### src/rtl/voice_mixer.sv
// Gain-weighted N-voice mixer: one shared MAC walks a per-sample snapshot of
// the voices, saturates the mono sum, then splits it to L/R with static or LFO pan.
module voice_mixer #(
  parameter int NUM_VOICES = 8,
  parameter int DATA_W     = 16,
  parameter int GAIN_W     = 9,
  parameter int PAN_W      = 8
) (
  input  logic                         Clk,
  input  logic                         Reset_n,
  input  logic                         sample_strobe,
  input  logic [NUM_VOICES*DATA_W-1:0] voices_in,
  input  logic [NUM_VOICES*GAIN_W-1:0] gains_in,
  input  logic [PAN_W-1:0]             master_pan,
  input  logic                         auto_pan_en,
  input  logic [15:0]                  auto_pan_step,
  output logic signed [DATA_W-1:0]     ldata_out,
  output logic signed [DATA_W-1:0]     rdata_out,
  output logic                         out_valid,
  output logic                         busy,
  output logic                         clip,
  output logic                         overrun
);

  localparam int IDX_W  = $clog2(NUM_VOICES);
  localparam int ACC_W  = DATA_W + GAIN_W + IDX_W;
  localparam int PROD_W = DATA_W + GAIN_W + 1;
  localparam int PANP_W = DATA_W + PAN_W + 2;

  typedef enum logic [1:0] {IDLE, ACCUM, SAT, PAN} state_t;

  state_t                         state_q, state_d;
  logic [IDX_W-1:0]               idx_q, idx_d;
  logic signed [ACC_W-1:0]        acc_q, acc_d;
  logic [NUM_VOICES*DATA_W-1:0]   voices_q, voices_d;
  logic [NUM_VOICES*GAIN_W-1:0]   gains_q, gains_d;
  logic [PAN_W-1:0]               pan_q, pan_d;
  logic                           pan_en_q, pan_en_d;
  logic [15:0]                    step_q, step_d;
  logic [15:0]                    phase_q, phase_d;
  logic signed [DATA_W-1:0]       mono_q, mono_d;
  logic                           clip_pend_q, clip_pend_d;
  logic signed [DATA_W-1:0]       ldata_q, ldata_d, rdata_q, rdata_d;
  logic                           out_valid_q, out_valid_d;
  logic                           clip_q, clip_d;
  logic                           overrun_q, overrun_d;

  logic signed [DATA_W-1:0]       voice_sel;
  logic [GAIN_W-1:0]              gain_sel;
  logic signed [PROD_W-1:0]       prod;
  logic signed [ACC_W-1:0]        shifted;
  logic [ACC_W-DATA_W:0]          hi_bits;
  logic [PAN_W-1:0]               tri_p, pan_p;
  logic [PAN_W:0]                 gl, gr;
  logic signed [PANP_W-1:0]       lprod, rprod;

  always_ff @(posedge Clk or negedge Reset_n) begin
    if (!Reset_n) begin
      state_q     <= IDLE;
      idx_q       <= '0;
      acc_q       <= '0;
      voices_q    <= '0;
      gains_q     <= '0;
      pan_q       <= '0;
      pan_en_q    <= 1'b0;
      step_q      <= '0;
      phase_q     <= '0;
      mono_q      <= '0;
      clip_pend_q <= 1'b0;
      ldata_q     <= '0;
      rdata_q     <= '0;
      out_valid_q <= 1'b0;
      clip_q      <= 1'b0;
      overrun_q   <= 1'b0;
    end else begin
      state_q     <= state_d;
      idx_q       <= idx_d;
      acc_q       <= acc_d;
      voices_q    <= voices_d;
      gains_q     <= gains_d;
      pan_q       <= pan_d;
      pan_en_q    <= pan_en_d;
      step_q      <= step_d;
      phase_q     <= phase_d;
      mono_q      <= mono_d;
      clip_pend_q <= clip_pend_d;
      ldata_q     <= ldata_d;
      rdata_q     <= rdata_d;
      out_valid_q <= out_valid_d;
      clip_q      <= clip_d;
      overrun_q   <= overrun_d;
    end
  end

  // Datapath terms shared by the FSM below.
  always_comb begin
    voice_sel = voices_q[int'(idx_q)*DATA_W +: DATA_W];
    gain_sel  = gains_q[int'(idx_q)*GAIN_W +: GAIN_W];
    prod      = voice_sel * $signed({1'b0, gain_sel});
    shifted   = acc_q >>> (GAIN_W - 1);
    hi_bits   = shifted[ACC_W-1:DATA_W-1];
    tri_p     = phase_q[15] ? ~phase_q[14 -: PAN_W] : phase_q[14 -: PAN_W];
    pan_p     = pan_en_q ? tri_p : pan_q;
    gl        = {1'b1, {PAN_W{1'b0}}} - {1'b0, pan_p};
    gr        = {1'b0, pan_p};
    lprod     = mono_q * $signed({1'b0, gl});
    rprod     = mono_q * $signed({1'b0, gr});
  end

  always_comb begin
    state_d     = state_q;
    idx_d       = idx_q;
    acc_d       = acc_q;
    voices_d    = voices_q;
    gains_d     = gains_q;
    pan_d       = pan_q;
    pan_en_d    = pan_en_q;
    step_d      = step_q;
    phase_d     = phase_q;
    mono_d      = mono_q;
    clip_pend_d = clip_pend_q;
    ldata_d     = ldata_q;
    rdata_d     = rdata_q;
    out_valid_d = 1'b0;
    clip_d      = 1'b0;
    overrun_d   = 1'b0;

    case (state_q)
      IDLE: begin
        if (sample_strobe) begin
          voices_d = voices_in;
          gains_d  = gains_in;
          pan_d    = master_pan;
          pan_en_d = auto_pan_en;
          step_d   = auto_pan_step;
          acc_d    = '0;
          idx_d    = '0;
          state_d  = ACCUM;
        end
      end
      ACCUM: begin
        acc_d = acc_q + ACC_W'(prod);
        if (idx_q == IDX_W'(NUM_VOICES - 1)) begin
          idx_d   = '0;
          state_d = SAT;
        end else begin
          idx_d = idx_q + 1'b1;
        end
      end
      SAT: begin
        // In range only when every bit above the mono sign bit matches it.
        if ((&hi_bits) || !(|hi_bits)) begin
          mono_d      = DATA_W'(shifted);
          clip_pend_d = 1'b0;
        end else begin
          mono_d      = shifted[ACC_W-1] ? {1'b1, {(DATA_W-1){1'b0}}}
                                         : {1'b0, {(DATA_W-1){1'b1}}};
          clip_pend_d = 1'b1;
        end
        state_d = PAN;
      end
      PAN: begin
        ldata_d     = DATA_W'(lprod >>> PAN_W);
        rdata_d     = DATA_W'(rprod >>> PAN_W);
        out_valid_d = 1'b1;
        clip_d      = clip_pend_q;
        if (pan_en_q) phase_d = phase_q + step_q;
        state_d = IDLE;
      end
      default: state_d = IDLE;
    endcase

    if (sample_strobe && (state_q != IDLE)) overrun_d = 1'b1;
  end

  assign ldata_out = ldata_q;
  assign rdata_out = rdata_q;
  assign out_valid = out_valid_q;
  assign clip      = clip_q;
  assign overrun   = overrun_q;
  assign busy      = (state_q != IDLE);

endmodule

### config.mk
export PLATFORM = sky130hd
export DESIGN_NAME = voice_mixer
export DESIGN_NICKNAME = d
export VERILOG_FILES = /design/src/rtl/voice_mixer.sv
export SDC_FILE = /design/constraint.sdc
export NUM_CORES = 2
export LEC_CHECK = 0
export CORE_ASPECT_RATIO = 0.5
export CORE_MARGIN = 4
export CORE_UTILIZATION = 61
export CTS_BUF_LIST = sky130_fd_sc_hd__clkbuf_8
export CTS_CLUSTER_SIZE = 24
export DETAILED_ROUTE_END_ITERATION = 8
export DONT_BUFFER_PORTS = 1
export PLACE_DENSITY = 0.87
export SLEW_MARGIN = 20
export SYNTH_ARGS = -nofsm -noshare
export SYNTH_HDL_FRONTEND = slang
export SYNTH_SLANG_ARGS = --single-unit
### constraint.sdc
create_clock -name Clk -period 10.6 [get_ports Clk]
set_input_delay 0.53 -clock Clk [delete_from_list [all_inputs] [get_ports Clk]]
set_output_delay 0.53 -clock Clk [all_outputs]
set_load 0.03 [all_outputs]
==> impl_metrics.env <==
export IMPL_r2r_start="idx_q[0]$_DFFE_PN0P_"
export IMPL_cts_root_buffer="clkbuf_8"
export IMPL_synth_nets=3484
export IMPL_seq_area_frac_synth_pct=27.7
export IMPL_grt_max_degree=327
export IMPL_io_buffers=0
export IMPL_cts_sinks=326
export IMPL_nNetsFinal=3454
export IMPL_layout_min_cycle_time_ns=7.63
export IMPL_grt_pass1_wl_um=111000
export IMPL_crit_path_start_kind="register"
export IMPL_max_slew_margin_pct=27.8
export IMPL_gp_congestion=0.908
export IMPL_fin_worst_skew_ns=0.0374
export IMPL_seqCellArea_mm2=0.00816
export IMPL_post_cts_resized=0
export IMPL_synth_area_mm2=0.0295
export IMPL_async_reset_ff_share_pct=100
export IMPL_route_antenna_remaining_nets=0
export IMPL_ys_ff_latch=326
export IMPL_grt_usage_pct=26.6
export IMPL_numCtsBuffers=49
export IMPL_hold_class="primary input to register"
export IMPL_area_delta_synth_final_pct=6.11
export IMPL_dp_hpwl_um=51300
export IMPL_cap_violations=0
export IMPL_antenna_found_initial=11
export IMPL_holdPathEnd="gains_q[24]$_DFFE_PN0P_"
export IMPL_rsz0062_at_grt="false"
export IMPL_r2r_end="acc_q[26]$_DFFE_PN0P_"
export IMPL_crit_fanout=30
export IMPL_finalMaxSlewViolations=0
export IMPL_rows=56
export IMPL_totalWireLength_um=67900
export IMPL_synth_edf_count=0
export IMPL_initial_core_util_pct=62.3
export IMPL_grt_overflow=0
export IMPL_synthCells=2709
export IMPL_finalSetupViolCount=0
export IMPL_max_freq_mhz=131
export IMPL_cts_path_max_buffers=3
export IMPL_ys_top_cells_by_area="dfrtp_1 (28%), fa_1 (25%), mux2_2 (10%)"
export IMPL_final_layout_size_suffix_gt1_share_pct=16.2
export IMPL_outcome="completed"
export IMPL_ctsHtreeMaxLevel=2
export IMPL_yosys_most_used_dff="dfrtp_1"
export IMPL_die_w_um=319
export IMPL_worstHoldPathCells=1
export IMPL_finalHoldViolations=0
export IMPL_wl_per_cell_um=20.2
export IMPL_multi_input_area_mm2=0.0192
export IMPL_drt_iter0_drc=1352
export IMPL_crit_arrival_ns=8.15
export IMPL_path_class="register to register"
export IMPL_n_fill_cell=3399
export IMPL_worst_pin_slew_ns=1.08
export IMPL_yosys_area_top_type="dfrtp_1"
export IMPL_period_share_pct=72.0
export IMPL_cts_reportedPaths_clkPinSlew_ns=0.07
export IMPL_reg2regPathDepth=24
export IMPL_yosysWarnings=0
export IMPL_die_h_um=163
export IMPL_dr_pass1_iters=5
export IMPL_yosys_area_top_type_share_pct=27.7
export IMPL_core_mm2=0.0473
export IMPL_viasPerCell=5.84
export IMPL_clkLatencyLatePin_ns=0.63
export IMPL_io_pins=264
export IMPL_syn_avg_cell_area_um2=10.9
export IMPL_worstPathRequired_ns=11.11
export IMPL_min_from="gains_in[24]"
export IMPL_num_vias=19600
export IMPL_remaining_drc_errors=0
export IMPL_yosys_cell_types_count=61
export IMPL_cp_end_kind="register"
export IMPL_cts_tree="done"
export IMPL_die_area_mm2=0.0521
export IMPL_finalSetupTns_ns=0
export IMPL_regToRegSetupSlack_ns=2.97
export IMPL_grt_pass1_vias=21100
## cell families after synthesis
family,count (synthesis),share of synthesized area [%]
fa+ha+maj,547,32.6
flops,326,27.7
xor+xnor,87,2.58
simple gates,599,10.0
compound gates,237,5.16
mux,333,14.6
buf+inv,580,7.43
## synth_stat cells (4+ instances only)
cell type and number:
nand2b_1 25, nor3_1 18, a21o_1 21, clkbuf_1 98, o22ai_1 4, xor2_1 28
nor2_1 72, o21ai_0 48, a21oi_1 81, mux2_2 270, nand4_1 5, mux4_2 50
a211oi_1 6, nor2b_1 116, xnor2_1 59, dfrtp_1 326, o31a_1 4, mux2i_1 12
fa_1 367, inv_1 471, and2_1 86, nand3_1 19, o31ai_1 8, or2_2 4
a31oi_1 5, and3_1 4, a22o_1 11, buf_2 4, or3_1 7, ha_1 180
buf_1 6, o21bai_1 4, nand2_1 233, o21a_1 13
## routing by layer
| metal | vias to the layer above | global-route usage, % | share of wire [%] |
|---|---|---|---|
| met1 | 10000 | 34.0 | 39 |
| met5 | - | 0 | 0.072 |
| met3 | 169 | 5.99 | 8.0 |
| met4 | 8 | 7.24 | 2.5 |
| met2 | 817 | 46.5 | 50 |
| li1 | 8604 | - | - |
## state kept, by name, indices dropped and copies added (netlist names), 16 cells and up
register and cells:
acc_q 28, gains_q 72, ldata_out 16, mono_q 16, phase_q 16, rdata_out 16, step_q 16, voices_q 128
## worst max-delay path: stages (launching register included)
cell,delay [ns]
dfrtp_4,0.85
buf_4,0.56
mux4_2,0.57
mux2i_1,0.67
nand2b_1,0.22
fa_1,0.18
inv_1,0.05
fa_1,0.47
inv_1,0.05
fa_1,0.52
inv_1,0.06
fa_1,0.47
inv_1,0.05
fa_1,0.47
inv_1,0.04
ha_1,0.31
o21a_1,0.12
o21ai_0,0.24
a211oi_1,0.11
o31ai_1,0.41
a31oi_1,0.22
a41oi_1,0.37
a21o_1,0.18
nand3_1,0.08
a32o_1,0.24
## how the worst max path moves through the flow
stage | from | to | slack (ns) | depth (start not counted)
final | idx_q[0]$_DFFE_PN0P_ | acc_q[26]$_DFFE_PN0P_ | 2.97 | 24
after global routing | idx_q[0]$_DFFE_PN0P_ | acc_q[27]$_DFFE_PN0P_ | 2.46 | 23
after CTS | phase_q[15]$_DFFE_PN0P_ | ldata_out[13]$_DFFE_PN0P_ | 2.90 | 22
after detailed placement | phase_q[15]$_DFFE_PN0P_ | ldata_out[13]$_DFFE_PN0P_ | 2.92 | 22
after global placement | idx_q[0]$_DFFE_PN0P_ | acc_q[27]$_DFFE_PN0P_ | 3.10 | 24
after floorplan | pan_en_q$_DFFE_PN0P_ | ldata_out[13]$_DFFE_PN0P_ | 3.61 | 28
## placed cells by master, fill, tap and decap left out, types with 11 or more instances in the layout
| cell | n |
|---|---|
| a21o_1 | 21 |
| a21oi_1 | 80 |
| a22o_1 | 11 |
| and2_1 | 86 |
| buf_4 | 23 |
| clkbuf_8 | 55 |
| dfrtp_1 | 324 |
| fa_1 | 367 |
| ha_1 | 179 |
| inv_1 | 485 |
| mux2_2 | 270 |
| mux2i_1 | 12 |
| mux4_2 | 50 |
| nand2_1 | 232 |
| nand2b_1 | 25 |
| nand3_1 | 19 |
| nor2_1 | 72 |
| nor2b_1 | 116 |
| nor3_1 | 18 |
| o21a_1 | 13 |
| o21ai_0 | 47 |
| xnor2_1 | 58 |
| xor2_1 | 27 |
## cell type report
cell class / instances / share of cell area [%]
Multi-Input combinational cell: 1803 / 61.3
Sequential cell: 326 / 26.1
Timing Repair Buffer: 28 / 0.912
Inverter: 471 / 5.65
Antenna cell: 6 / 0.0480
Clock buffer: 55 / 2.42
Clock inverter: 33 / 1.05
Tap cell: 638 / 2.55
## metrics by stage
step | setup WS, ns | utilization [%] | area [um2] | cells | hold WS [ns]
2_1_floorplan | 3.61 | - | 29500 | 2709 | 0.234
3_3_place_gp | 3.10 | 63.6 | 30100 | 3262 | 0.249
3_5_place_dp | 2.92 | 63.6 | 30100 | 3262 | 0.248
4_1_cts | 2.90 | 66.0 | 31200 | 3351 | 0.00459
5_1_grt | 2.46 | 66.2 | 31300 | 3359 | 0.0118
6_report | 2.97 | 66.2 | 31300 | 3360 | 0.0422
## what timing repair did
action,in CTS,in global routing
hold buffers,1,1
buffers inserted,0,0
endpoints found under the hold margin,326,80
Power is not shown: default switching activity piles up to over one toggle a cycle in this logic, so the estimate is an artifact.
